### src/rtl/fpu_mul_fsm.sv
// Multi-cycle FP32 multiplier (FTZ) with an iterative shift-add mantissa datapath.
// Define FMUL_RNE_EN for round-to-nearest-even; default build truncates.
module fpu_mul_fsm #(
  parameter int unsigned ITER_BITS = 1  // 1, 2 or 4 multiplier bits per MULT cycle
) (
  input  logic        clk,
  input  logic        rst,
  input  logic        start,
  input  logic [31:0] A,
  input  logic [31:0] B,
  output logic [31:0] result,
  output logic        busy,
  output logic        done
);

  localparam int unsigned ITERS = 24 / ITER_BITS;
  localparam int unsigned CNT_W = 5;
  localparam int unsigned EXP_W = 10;

  typedef enum logic [2:0] {
    S_IDLE   = 3'd0,
    S_UNPACK = 3'd1,
    S_MULT   = 3'd2,
    S_NORM   = 3'd3,
    S_ROUND  = 3'd4,
    S_PACK   = 3'd5
  } state_t;

  state_t state_q, state_d;

  logic [31:0]             a_q, a_d, b_q, b_d;
  logic                    sign_q, sign_d;
  logic [23:0]             ma_q, ma_d, mb_q, mb_d;
  logic [47:0]             p_q, p_d;
  logic [CNT_W-1:0]        cnt_q, cnt_d;
  logic signed [EXP_W-1:0] exp_q, exp_d;
  logic [22:0]             frac_q, frac_d;
  logic                    g_q, g_d, s_q, s_d;
  logic                    spec_q, spec_d;
  logic [31:0]             spec_val_q, spec_val_d;
  logic [31:0]             result_q, result_d;
  logic                    busy_q, busy_d, done_q, done_d;

  // Operand classification of the latched operands
  logic        a_zero, b_zero, a_inf, b_inf, a_nan, b_nan;
  logic        spec_c;
  logic [31:0] spec_val_c;

  always_comb begin
    a_zero     = (a_q[30:23] == 8'h00);
    b_zero     = (b_q[30:23] == 8'h00);
    a_inf      = (a_q[30:23] == 8'hFF) && (a_q[22:0] == 23'd0);
    b_inf      = (b_q[30:23] == 8'hFF) && (b_q[22:0] == 23'd0);
    a_nan      = (a_q[30:23] == 8'hFF) && (a_q[22:0] != 23'd0);
    b_nan      = (b_q[30:23] == 8'hFF) && (b_q[22:0] != 23'd0);
    spec_c     = 1'b1;
    spec_val_c = 32'd0;
    if (a_nan || b_nan || (a_inf && b_zero) || (b_inf && a_zero)) begin
      spec_val_c = 32'h7FC0_0000;
    end else if (a_inf || b_inf) begin
      spec_val_c = {a_q[31] ^ b_q[31], 8'hFF, 23'd0};
    end else if (a_zero || b_zero) begin
      spec_val_c = {a_q[31] ^ b_q[31], 31'd0};
    end else begin
      spec_c = 1'b0;
    end
  end

  // Partial product for the current group of multiplier bits, placed at its bit position
  logic [47:0] pp;
  logic [5:0]  shamt;

  always_comb begin
    pp = 48'd0;
    for (int j = 0; j < int'(ITER_BITS); j++) begin
      if (mb_q[j]) pp = pp + (48'(ma_q) << j);
    end
  end

  assign shamt = 6'(cnt_q) * 6'(ITER_BITS);

  // State register
  always_ff @(posedge clk or posedge rst) begin
    if (rst) state_q <= S_IDLE;
    else     state_q <= state_d;
  end

  // Next-state logic
  always_comb begin
    state_d = state_q;
    unique case (state_q)
      S_IDLE:   if (start) state_d = S_UNPACK;
      S_UNPACK: state_d = spec_c ? S_PACK : S_MULT;
      S_MULT:   if (cnt_q == CNT_W'(ITERS - 1)) state_d = S_NORM;
      S_NORM:   state_d = S_ROUND;
      S_ROUND:  state_d = S_PACK;
      S_PACK:   state_d = S_IDLE;
      default:  state_d = S_IDLE;
    endcase
  end

  // Datapath and output next-values
`ifdef FMUL_RNE_EN
  logic [23:0] frac_inc;
  assign frac_inc = {1'b0, frac_q} + 24'd1;
`endif

  always_comb begin
    a_d        = a_q;
    b_d        = b_q;
    sign_d     = sign_q;
    ma_d       = ma_q;
    mb_d       = mb_q;
    p_d        = p_q;
    cnt_d      = cnt_q;
    exp_d      = exp_q;
    frac_d     = frac_q;
    g_d        = g_q;
    s_d        = s_q;
    spec_d     = spec_q;
    spec_val_d = spec_val_q;
    result_d   = result_q;
    busy_d     = busy_q;
    done_d     = 1'b0;
    unique case (state_q)
      S_IDLE: begin
        if (start) begin
          a_d    = A;
          b_d    = B;
          busy_d = 1'b1;
        end
      end
      S_UNPACK: begin
        sign_d     = a_q[31] ^ b_q[31];
        ma_d       = {1'b1, a_q[22:0]};
        mb_d       = {1'b1, b_q[22:0]};
        p_d        = 48'd0;
        cnt_d      = '0;
        spec_d     = spec_c;
        spec_val_d = spec_val_c;
      end
      S_MULT: begin
        p_d   = p_q + (pp << shamt);
        mb_d  = mb_q >> ITER_BITS;
        cnt_d = cnt_q + CNT_W'(1);
        if (cnt_q == '0) begin
          exp_d = $signed(EXP_W'(a_q[30:23]) + EXP_W'(b_q[30:23]) - EXP_W'(127));
        end
      end
      S_NORM: begin
        if (p_q[47]) begin
          frac_d = p_q[46:24];
          g_d    = p_q[23];
          s_d    = |p_q[22:0];
          exp_d  = exp_q + 10'sd1;
        end else begin
          frac_d = p_q[45:23];
          g_d    = p_q[22];
          s_d    = |p_q[21:0];
        end
      end
      S_ROUND: begin
`ifdef FMUL_RNE_EN
        if (g_q && (s_q || frac_q[0])) begin
          frac_d = frac_inc[22:0];
          if (frac_inc[23]) exp_d = exp_q + 10'sd1;
        end
`endif
      end
      S_PACK: begin
        if (spec_q)                  result_d = spec_val_q;
        else if (exp_q >= 10'sd255)  result_d = {sign_q, 8'hFF, 23'd0};
        else if (exp_q <= 10'sd0)    result_d = {sign_q, 31'd0};
        else                         result_d = {sign_q, exp_q[7:0], frac_q};
        done_d = 1'b1;
        busy_d = 1'b0;
      end
      default: ;
    endcase
  end

  // Datapath registers
  always_ff @(posedge clk or posedge rst) begin
    if (rst) begin
      a_q        <= 32'd0;
      b_q        <= 32'd0;
      sign_q     <= 1'b0;
      ma_q       <= 24'd0;
      mb_q       <= 24'd0;
      p_q        <= 48'd0;
      cnt_q      <= '0;
      exp_q      <= '0;
      frac_q     <= 23'd0;
      g_q        <= 1'b0;
      s_q        <= 1'b0;
      spec_q     <= 1'b0;
      spec_val_q <= 32'd0;
      result_q   <= 32'd0;
      busy_q     <= 1'b0;
      done_q     <= 1'b0;
    end else begin
      a_q        <= a_d;
      b_q        <= b_d;
      sign_q     <= sign_d;
      ma_q       <= ma_d;
      mb_q       <= mb_d;
      p_q        <= p_d;
      cnt_q      <= cnt_d;
      exp_q      <= exp_d;
      frac_q     <= frac_d;
      g_q        <= g_d;
      s_q        <= s_d;
      spec_q     <= spec_d;
      spec_val_q <= spec_val_d;
      result_q   <= result_d;
      busy_q     <= busy_d;
      done_q     <= done_d;
    end
  end

  assign result = result_q;
  assign busy   = busy_q;
  assign done   = done_q;

endmodule

### config.mk
export PLATFORM = sky130hd
export DESIGN_NAME = fpu_mul_fsm
export DESIGN_NICKNAME = d
export VERILOG_FILES = /design/src/rtl/fpu_mul_fsm.sv
export SDC_FILE = /design/constraint.sdc
export NUM_CORES = 1
export LEC_CHECK = 0
export ABC_CLOCK_PERIOD_IN_PS = 10600
export CELL_PAD_IN_SITES_DETAIL_PLACEMENT = 2
export CELL_PAD_IN_SITES_GLOBAL_PLACEMENT = 2
export CORE_ASPECT_RATIO = 1.25
export CORE_MARGIN = 3
export CORE_UTILIZATION = 38
export CTS_CLUSTER_SIZE = 16
export DETAILED_ROUTE_END_ITERATION = 8
export PLACE_DENSITY = 0.79
export SLEW_MARGIN = 0
export SYNTH_ARGS = -nofsm -noshare
export SYNTH_HDL_FRONTEND = slang
export SYNTH_SLANG_ARGS = --single-unit
### constraint.sdc
create_clock -name clk -period 10.6 [get_ports clk]
set_input_delay 1.06 -clock clk [delete_from_list [all_inputs] [get_ports clk]]
set_output_delay 1.06 -clock clk [all_outputs]
set_load 0.01 [all_outputs]
## Yosys cells after proc, flatten, opt, wreduce, memory -nomap -nowiden

Cells that the tools add are included.
W data, S select, Z words.

- Add/subtract/negate cells: 5
- Reductions and logical operators: 26
- Multiplexer cells: 24
- Shifts and indexed selects: 1
- Equal/unequal tests: 12
- Bitwise operators: 1
- Order comparisons: 2

Operators with widths:

| operator | count |
|---|---|
| $mux W32 | 4 |
| $pmux W48 S2 | 1 |
| $mux W31 | 2 |
| $add A48 B48 Y48 | 1 |
| $pmux W24 S2 | 1 |
| $shl A48 B5 Y48 | 1 |
| $logic_not A23 Y1 | 2 |
| $reduce_bool A23 Y1 | 2 |
| $mux W24 | 1 |
| $mux W23 | 1 |
| $mux W10 | 2 |
| $pmux W10 S2 | 1 |
| $eq A8 B8 Y1 const B | 2 |
| $logic_not A8 Y1 | 2 |
| $pmux W3 S5 | 1 |
| $add A10 B2 Y10 const B | 1 |
| $ge A10 B9 Y1 const B | 1 |
| $le A10 B1 Y1 const B | 1 |
| $pmux W5 S2 | 1 |
| $sub A9 B7 Y10 const B | 1 |
| $add A8 B8 Y9 | 1 |
| $mux W3 | 3 |
| $ne A2 B2 Y1 const B | 4 |
| $eq A3 B2 Y1 const B | 2 |
| other kinds (14) | 32 |

- Output and inout bits: 34
- Word-level logic and storage cells: 86
- Input bits: 67
- Bits in registers: 269

## Logic depth before layout (Yosys ltp)

Gate-level depths: netlist of run 1.

- Word-level depth: 8
- Depth in mapped cells: 21

## Least setup slack after synthesis of run 1

Ideal clock, no wire load.

- Path kind: flip-flop to flip-flop
- Start point: reg cnt_q[0]
- End point: reg p_q[45]
- Arrival: 4055 ps
- Setup time: 69 ps
- Data required time: 10531 ps
- Buffers on the path: 5
- Setup slack: 6476 ps
- Stages on the path, launching flop included: 20
- Path through: dfrtp_1 > buf_2 > buf_2 > buf_2 > buf_2 > o21ai_0 > a31oi_1 > nand2_1 > o21ai_0 > nor2_1 > ha_1 > buf_2 > a21o_1 > a21o_1 > a21o_1 > a221o_1 > a221oi_4 > nor3_1 > or3_1 > nand3_1

- Word-level cells in the longest chain between the ends: 3

Ends and longest elaborated chain:

| what | RTL line | RTL |
|---|---|---|
| start: declaration | 35 | `logic [CNT_W-1:0] cnt_q, cnt_d;` |
| start signal: assignment | 208 | `cnt_q <= cnt_d;` |
| $shl A48 B5 Y48 | 143 | `p_d = p_q + (pp << shamt);` |
| $add A48 B48 Y48 | 143 |  |
| $pmux W48 S2 | 125 | `unique case (state_q)` |
| end signal: assignment | 207 | `p_q <= p_d;` |
| end: declaration | 34 | `logic [47:0] p_q, p_d;` |

No other way between the ends.
A chain may end at the register's enable or synchronous reset.

## Worst setup path after layout of run 1

- Start point: reg cnt_q[3]
- End point: reg p_q[36]

Same word-level chain as after synthesis.

==> impl_metrics.tcl, run 1 <==
set metrics [dict create \
    reg_to_reg_setup_timing_slack_ns 5.62 \
    final_nets 1798 \
    coreArea_sq_um 37600 \
    timing_worst_slew_pin_value_ns 1.17 \
    rr_worst_depth 13 \
    launch_instance_of_the_worst_min_delay_path "mb_q[21]$_DFFE_PP0P_" \
    crit_path_max_fanout 29 \
    place.port_buffers 100 \
    holdPathEnd "mb_q[21]$_DFFE_PP0P_" \
    cpMostUsedCell "o21ai_0" \
    die_x_microns 181 \
    endpoint_kind "register" \
    firstDrtPassIters 4 \
    min_path_cells 2 \
    crit_family "compound AO/OA/AOI/OAI gates" \
    final-max-slew-violation-count 0 \
    setup_viol 0 \
    die_height_microns 225 \
    post-route-drc-count 0 \
    combinationalPowerShare 0.451 \
    antenna_violating_nets_post_route 0 \
    switching_power_w 0.00195 \
    floorplan.die_area_sq_um 40700 \
    start_util 0.388 \
    cts_htree_levels 1 \
    power.clock.fraction 0.210 \
    row_count 79 \
    grt_setup_unrepaired "false" \
    mostFrequentLayoutCells "nand2_1 (309), dfrtp_1 (240), o21ai_0 (139)" \
    power_leakage_nw 7.22 \
    p_int_w 0.00259 \
    synth.ff_latch_count 240 \
    diodes 0 \
    maxCapViolations 0 \
    critPathMaxStageDelay_ns 0.88 \
    postSynthCellCount 1628 \
    finalWirelength_microns 46900 \
    synth.yosys.warnings 0 \
    cts_root_buffer "clkbuf_16" \
    avgViaCountPerCell 5.77 \
    worst_clock_skew_ns 0.0216 \
    tritoncts "yes" \
    final_design_utilization 0.448 \
    via_count 12500 \
    worst_skew_pair.late_latency_ns 0.59 \
    min_path_type "reg -> reg" \
    numCtsBuffers 28 \
    ctsResizeCount 0 \
    finalWorstPathRequiredPeriod_ns 4.98 \
    overflow 0 \
    cells_traversed_along_the_worst_timing_path "inv_1 -> nand2_1 -> nor2_1 -> ha_1 -> fa_1 -> a211oi_1 -> o211ai_1 -> a221oi_2 -> nor3_1 -> o21ai_0 -> a31oi_2 -> xnor2_1 -> o21ai_0" \
    grt_first_pass_wirelength_microns 76800 \
    synthArstFlopShare 1.00 \
    place.detailed.hpwl_microns 33900 \
    final_min_period_over_clock_period 0.470 \
    area_growth_pct 15.6 \
    fill_cell_total_of_the_finished_layout 4085 \
    switching_share 0.430 \
    grt_start_max_net_pins 118 \
    cts_post_setup_buffers_inserted 0 \
    totalNegativeSetupSlack_ns 0 \
    clk_pin_slew_worst_paths_ns 0.06 \
    ys_seq_area_frac 0.412 \
    bufs_and_invs_on_worst_path 1 \
    timing.final.hold_violations 0 \
    synth-main-ff-cell "dfrtp_1" \
    r2r-end "p_q[36]$_DFFE_PP0P_" \
    drive_gt1_frac 0.0951 \
    required_time_reported_for_the_critical_path_endpoint_ns 11.04 \
    number_of_synthesized_flops_with_an_enable_pin 0 \
    routabilityCongestion 0.854 \
    cts.hold.buffers_added 0 \
    clock.fmax_mhz 201 \
    clock_sinks 240 \
    grt.total_usage 0.229 \
    power.sequential.fraction 0.339 \
    routed_wire_length_per_instance_microns 21.6 \
    syn_avg_cell_area_sq_um 8.94 \
    path_class "reg -> reg" \
    worst_r2r_startpoint "cnt_q[3]$_DFFE_PP0P_" \
    cts_max_path_buffers 3 \
    p_per_area_nw_per_um2 270 \
    vdd.ir_drop.worst_mv 0.146 \
    boundaryPins 101 \
    post_synth_instance_area_sq_um 14600 \
    critical_path.startpoint_type "register" \
    critical-path-slowest-cell "dfrtp_1" \
    synth_nets 1763 \
    antenna_found_initial 1 \
    first_global_vias 13900 \
    worst_slew_margin_relative_to_its_limit 0.219 \
    cp_num_cells 13 \
    post_synth_num_cell_types 69 \
    arrival_ns 5.42 \
    mostFrequentLayoutCell "nand2_1" \
    totalPowerFinal_w 0.00453 \
    drt-initial-drc-count 508 \
    outcome "completed" \
]
synthesized netlist by cell type (all sizes together) (3+ instances only):
cell type,number,area share
nand2,309,0.080
dfrtp,240,0.41
o21ai,144,0.049
a21oi,105,0.036
clkbuf,101,0.026
nor2,88,0.023
mux2,76,0.059
ha,66,0.057
mux2i,50,0.034
nand3,33,0.011
a22o,32,0.019
inv,31,0.0080
a21o,27,0.014
nand4,27,0.012
a22oi,26,0.013
nor3,26,0.0089
xnor2,22,0.013
xor2,22,0.013
nor4,16,0.0069
o211ai,15,0.0077
and3,13,0.0056
buf,12,0.0039
a31oi,11,0.0052
nor2b,11,0.0047
o22ai,11,0.0047
a211oi,10,0.0055
o31ai,10,0.0052
and2,8,0.0034
nor3b,8,0.0041
mux4,7,0.011
o21bai,7,0.0036
or3,7,0.0030
o21a,6,0.0031
a221oi,5,0.0046
nand2b,5,0.0021
o2bb2ai,5,0.0030
a221o,3,0.0021
o22a,3,0.0018
o31a,3,0.0018
registers in the layout, summed over array words and instances (netlist names), 5 cells and up:
signal and count:
p_q 48, a_q 32, b_q 32, result 32
ma_q 24, mb_q 24, frac_q 23, exp_q 10
cnt_q 5
tightest hold or removal path: cells and delay by family (launching register included):
kind             cells  cell delay, ns
DFF                  1            0.35
and+or+nand+nor      2            0.10
how the worst max path moves through the flow:
| stage | from | to | slack, ns |
|---|---|---|---|
| 2_1_floorplan | rst | a_q[0]$_DFFE_PP0P_ | 2.95 |
| 3_3_place_gp | cnt_q[1]$_DFFE_PP0P_ | p_q[37]$_DFFE_PP0P_ | 5.79 |
| 3_5_place_dp | cnt_q[3]$_DFFE_PP0P_ | p_q[36]$_DFFE_PP0P_ | 5.62 |
| 4_1_cts | cnt_q[3]$_DFFE_PP0P_ | p_q[36]$_DFFE_PP0P_ | 5.61 |
| 5_1_grt | cnt_q[3]$_DFFE_PP0P_ | p_q[36]$_DFFE_PP0P_ | 5.07 |
| 6_report | cnt_q[3]$_DFFE_PP0P_ | p_q[36]$_DFFE_PP0P_ | 5.62 |
layout make-up:
class                   instances  area (sq um)  area share
well taps                     486           608      0.0361
multi-input cells            1242          8040       0.478
inverters                      33           131     0.00781
repair buffers                118          1140      0.0675
flip-flops and latches        240          6010       0.357
clock inverters                12           126     0.00751
clock buffers                  37           774      0.0460
power by group through the flow:
stage          registers [W]  logic, W  clock network (W)
2_1_floorplan        0.00144   0.00148                  0
3_3_place_gp         0.00152   0.00194                  0
3_5_place_dp         0.00155   0.00205                  0
4_1_cts              0.00154   0.00208           0.000983
5_1_grt              0.00159   0.00230            0.00102
6_report             0.00154   0.00204           0.000954
layer usage:
layer / track usage / routed length, microns
met4: 0.0698 / 1440
met5: 0 / 13
met3: 0.0249 / 1270
met2: 0.418 / 24200
met1: 0.284 / 19900
per-stage QoR:
step	cell area, sq um	setup slack (ns)	hold slack (ns)	instances
floorplan	14600	2.95	0.445	1628
global placement	15900	5.79	0.458	2119
detailed placement	15900	5.62	0.472	2119
CTS	16800	5.61	0.490	2168
global route	16800	5.07	0.516	2168
finish	16800	5.62	0.485	2168
cells by family (layout without fill, tap and decap cells):
group | count (synthesis) | count (layout) | synth area share
mux | 133 | 133 | 0.104
buf+inv | 146 | 200 | 0.0384
flops | 240 | 240 | 0.412
fa+ha+maj | 68 | 68 | 0.0595
simple gates | 559 | 559 | 0.169
xor+xnor | 44 | 44 | 0.0265
compound gates | 438 | 438 | 0.191
(Power assumes the default switching activity.)
==> run 2, diff against run 1 <==
--- a/config.mk
+++ b/config.mk
@@ -5,7 +5,7 @@
 export SDC_FILE = /design/constraint.sdc
 export NUM_CORES = 1
 export LEC_CHECK = 0
-export ABC_CLOCK_PERIOD_IN_PS = 10600
+export ABC_CLOCK_PERIOD_IN_PS = 4900
 export CELL_PAD_IN_SITES_DETAIL_PLACEMENT = 2
 export CELL_PAD_IN_SITES_GLOBAL_PLACEMENT = 2
 export CORE_ASPECT_RATIO = 1.25
==> constraint.sdc (replaced) <==
create_clock -name clk -period 4.9 [get_ports clk]
set_input_delay 0.49 -clock clk [delete_from_list [all_inputs] [get_ports clk]]
set_output_delay 0.49 -clock clk [all_outputs]
set_load 0.01 [all_outputs]
==> impl_metrics.tcl, run 2 (synthesis results as in run 1) <==
set metrics [dict create \
    outcome "completed" \
    largest_reg_flops 48 \
    cts_htree_levels 1 \
    crit_start "cnt_q[0]$_DFFE_PP0P_" \
    grt_setup_unrepaired "false" \
    worst_r2r_startpoint "cnt_q[0]$_DFFE_PP0P_" \
    final_min_period_over_clock_period 0.934 \
    grt_first_pass_wirelength_microns 80700 \
    worst_slew_margin_relative_to_its_limit 0.236 \
    maxCapViolations 0 \
    final-max-slew-violation-count 0 \
    routed_wire_length_per_instance_microns 22.5 \
    crit_end "p_q[45]$_DFFE_PP0P_" \
    die_height_microns 225 \
    worst_clock_skew_ns 0.0191 \
    final.hold.worst_slack_ns 0.393 \
    met2WireLength_microns 26100 \
    timing_worst_slew_pin_value_ns 1.14 \
    routabilityCongestion 0.920 \
    path_class "reg -> reg" \
    required_time_reported_for_the_critical_path_endpoint_ns 5.42 \
    avgViaCountPerCell 5.80 \
    cts_max_path_buffers 3 \
    finalWirelength_microns 49400 \
    start_util 0.388 \
    place.port_buffers 100 \
    top_register "p_q" \
    critical_path.startpoint_type "register" \
    via_count 12700 \
    power_leakage_nw 7.40 \
    arrival_ns 5.10 \
    drt-initial-drc-count 525 \
    floorplan.die_area_sq_um 40700 \
    min_path_type "in -> async" \
    cts.hold.buffers_added 0 \
    overflow 0 \
    cts_root_buffer "clkbuf_16" \
    combinationalPowerShare 0.440 \
    top_layer "met5" \
    clock_sinks 240 \
    antenna_violating_nets_post_route 0 \
    grt.total_usage 0.242 \
    coreArea_sq_um 37600 \
    die_x_microns 181 \
    area_growth_pct 17.8 \
    wl_met1_microns 20500 \
    worst_skew_pair.late_latency_ns 0.59 \
    boundaryPins 101 \
    endpoint_kind "register" \
    switching_share 0.422 \
    mostFrequentLayoutCell "nand2_1" \
    firstDrtPassIters 4 \
    clk_pin_slew_worst_paths_ns 0.06 \
    diodes 0 \
    p_per_area_nw_per_um2 599 \
    vdd.ir_drop.worst_mv 0.314 \
    p_int_w 0.00593 \
    first_global_vias 14400 \
    drive_gt1_frac 0.109 \
    rr_worst_depth 17 \
    post-route-drc-count 0 \
    timing.final.hold_violations 0 \
    grt_start_max_net_pins 157 \
    switching_power_w 0.00434 \
    r2r-end "p_q[45]$_DFFE_PP0P_" \
    reg_to_reg_setup_timing_slack_ns 0.32 \
    setup_viol 0 \
    met3_length_microns 1270 \
    mostFrequentLayoutCells "nand2_1 (309), dfrtp_1 (239), o21ai_0 (139)" \
    clock.fmax_mhz 218 \
    finalWorstPathRequiredPeriod_ns 4.58 \
    place.detailed.hpwl_microns 35300 \
    tritoncts "yes" \
    final_nets 1818 \
    crit_path_max_fanout 17 \
    numCtsBuffers 29 \
    power.clock.fraction 0.232 \
    power.sequential.fraction 0.328 \
    row_count 79 \
    totalNegativeSetupSlack_ns 0 \
    antenna_found_initial 1 \
]
==> run 2: layer usage <==
metal,GRT usage,up-vias
li1,-,5957
met1,0.289,6491
met2,0.457,178
met3,0.0269,78
met4,0.0725,2
met5,0,-
==> run 2: power groups by stage <==
| stage | clock network, W | registers (W) | logic (W) |
|---|---|---|---|
| after global placement | 0 | 0.00331 | 0.00423 |
| after detailed placement | 0 | 0.00338 | 0.00446 |
| after global routing | 0.00254 | 0.00348 | 0.00505 |
| final | 0.00239 | 0.00337 | 0.00452 |
| after floorplan | 0 | 0.00311 | 0.00320 |
| after CTS | 0.00245 | 0.00337 | 0.00457 |
==> run 2: metrics by stage <==
| stage | std cells | setup WS [ns] | total power (W) | util | area, sq um |
|---|---|---|---|---|---|
| CTS | 2192 | 0.322 | 0.0104 | 0.457 | 17200 |
| global placement | 2138 | 0.398 | 0.00755 | 0.429 | 16100 |
| detailed placement | 2138 | 0.332 | 0.00785 | 0.429 | 16100 |
| finish | 2192 | 0.323 | 0.0103 | 0.457 | 17200 |
| floorplan | 1628 | 0.776 | 0.00631 | - | 14600 |
| global route | 2192 | 0.0502 | 0.0111 | 0.457 | 17200 |
==> run 2: area by class of cell <==
cell class	count	area, sq um
multi-input combinational	1242	8040
tap	486	608
timing repair buffer	137	1320
inverter	33	128
fill	4039	20400
clock inverter	15	234
sequential	240	6010
clock buffer	39	823
==> run 2: critical path, stage by stage, from the launching register on <==
cell      delay [ns]
dfrtp_1         0.36
buf_4           0.27
buf_4           0.22
mux2i_1         0.25
mux2i_1         0.13
nand3_1         0.10
o21ai_0         0.11
o21ai_0         0.45
nor2_1          0.11
ha_1            0.40
a21o_1          0.24
a21o_1          0.18
a21o_1          0.19
a221o_1         0.36
a221oi_4        0.50
nor3_1          0.14
or3_1           0.39
nand3_1         0.09
==> run 2: repair_timing <==
action,4_1_cts,5_1_grt
gates resized for setup,0,1
buffers inserted,0,0
setup endpoints to repair,0,3
==> run 2: worst min path at each step <==
| stage | to | depth (start not counted) |
|---|---|---|
| floorplan | sign_q$_DFFE_PP0P_ | 2 |
| global placement | mb_q[1]$_DFFE_PP0P_ | 2 |
| detailed placement | mb_q[14]$_DFFE_PP0P_ | 2 |
| CTS | result[18]$_DFFE_PP0P_ | 3 |
| global route | frac_q[16]$_DFFE_PP0P_ | 3 |
| finish | frac_q[17]$_DFFE_PP0P_ | 3 |
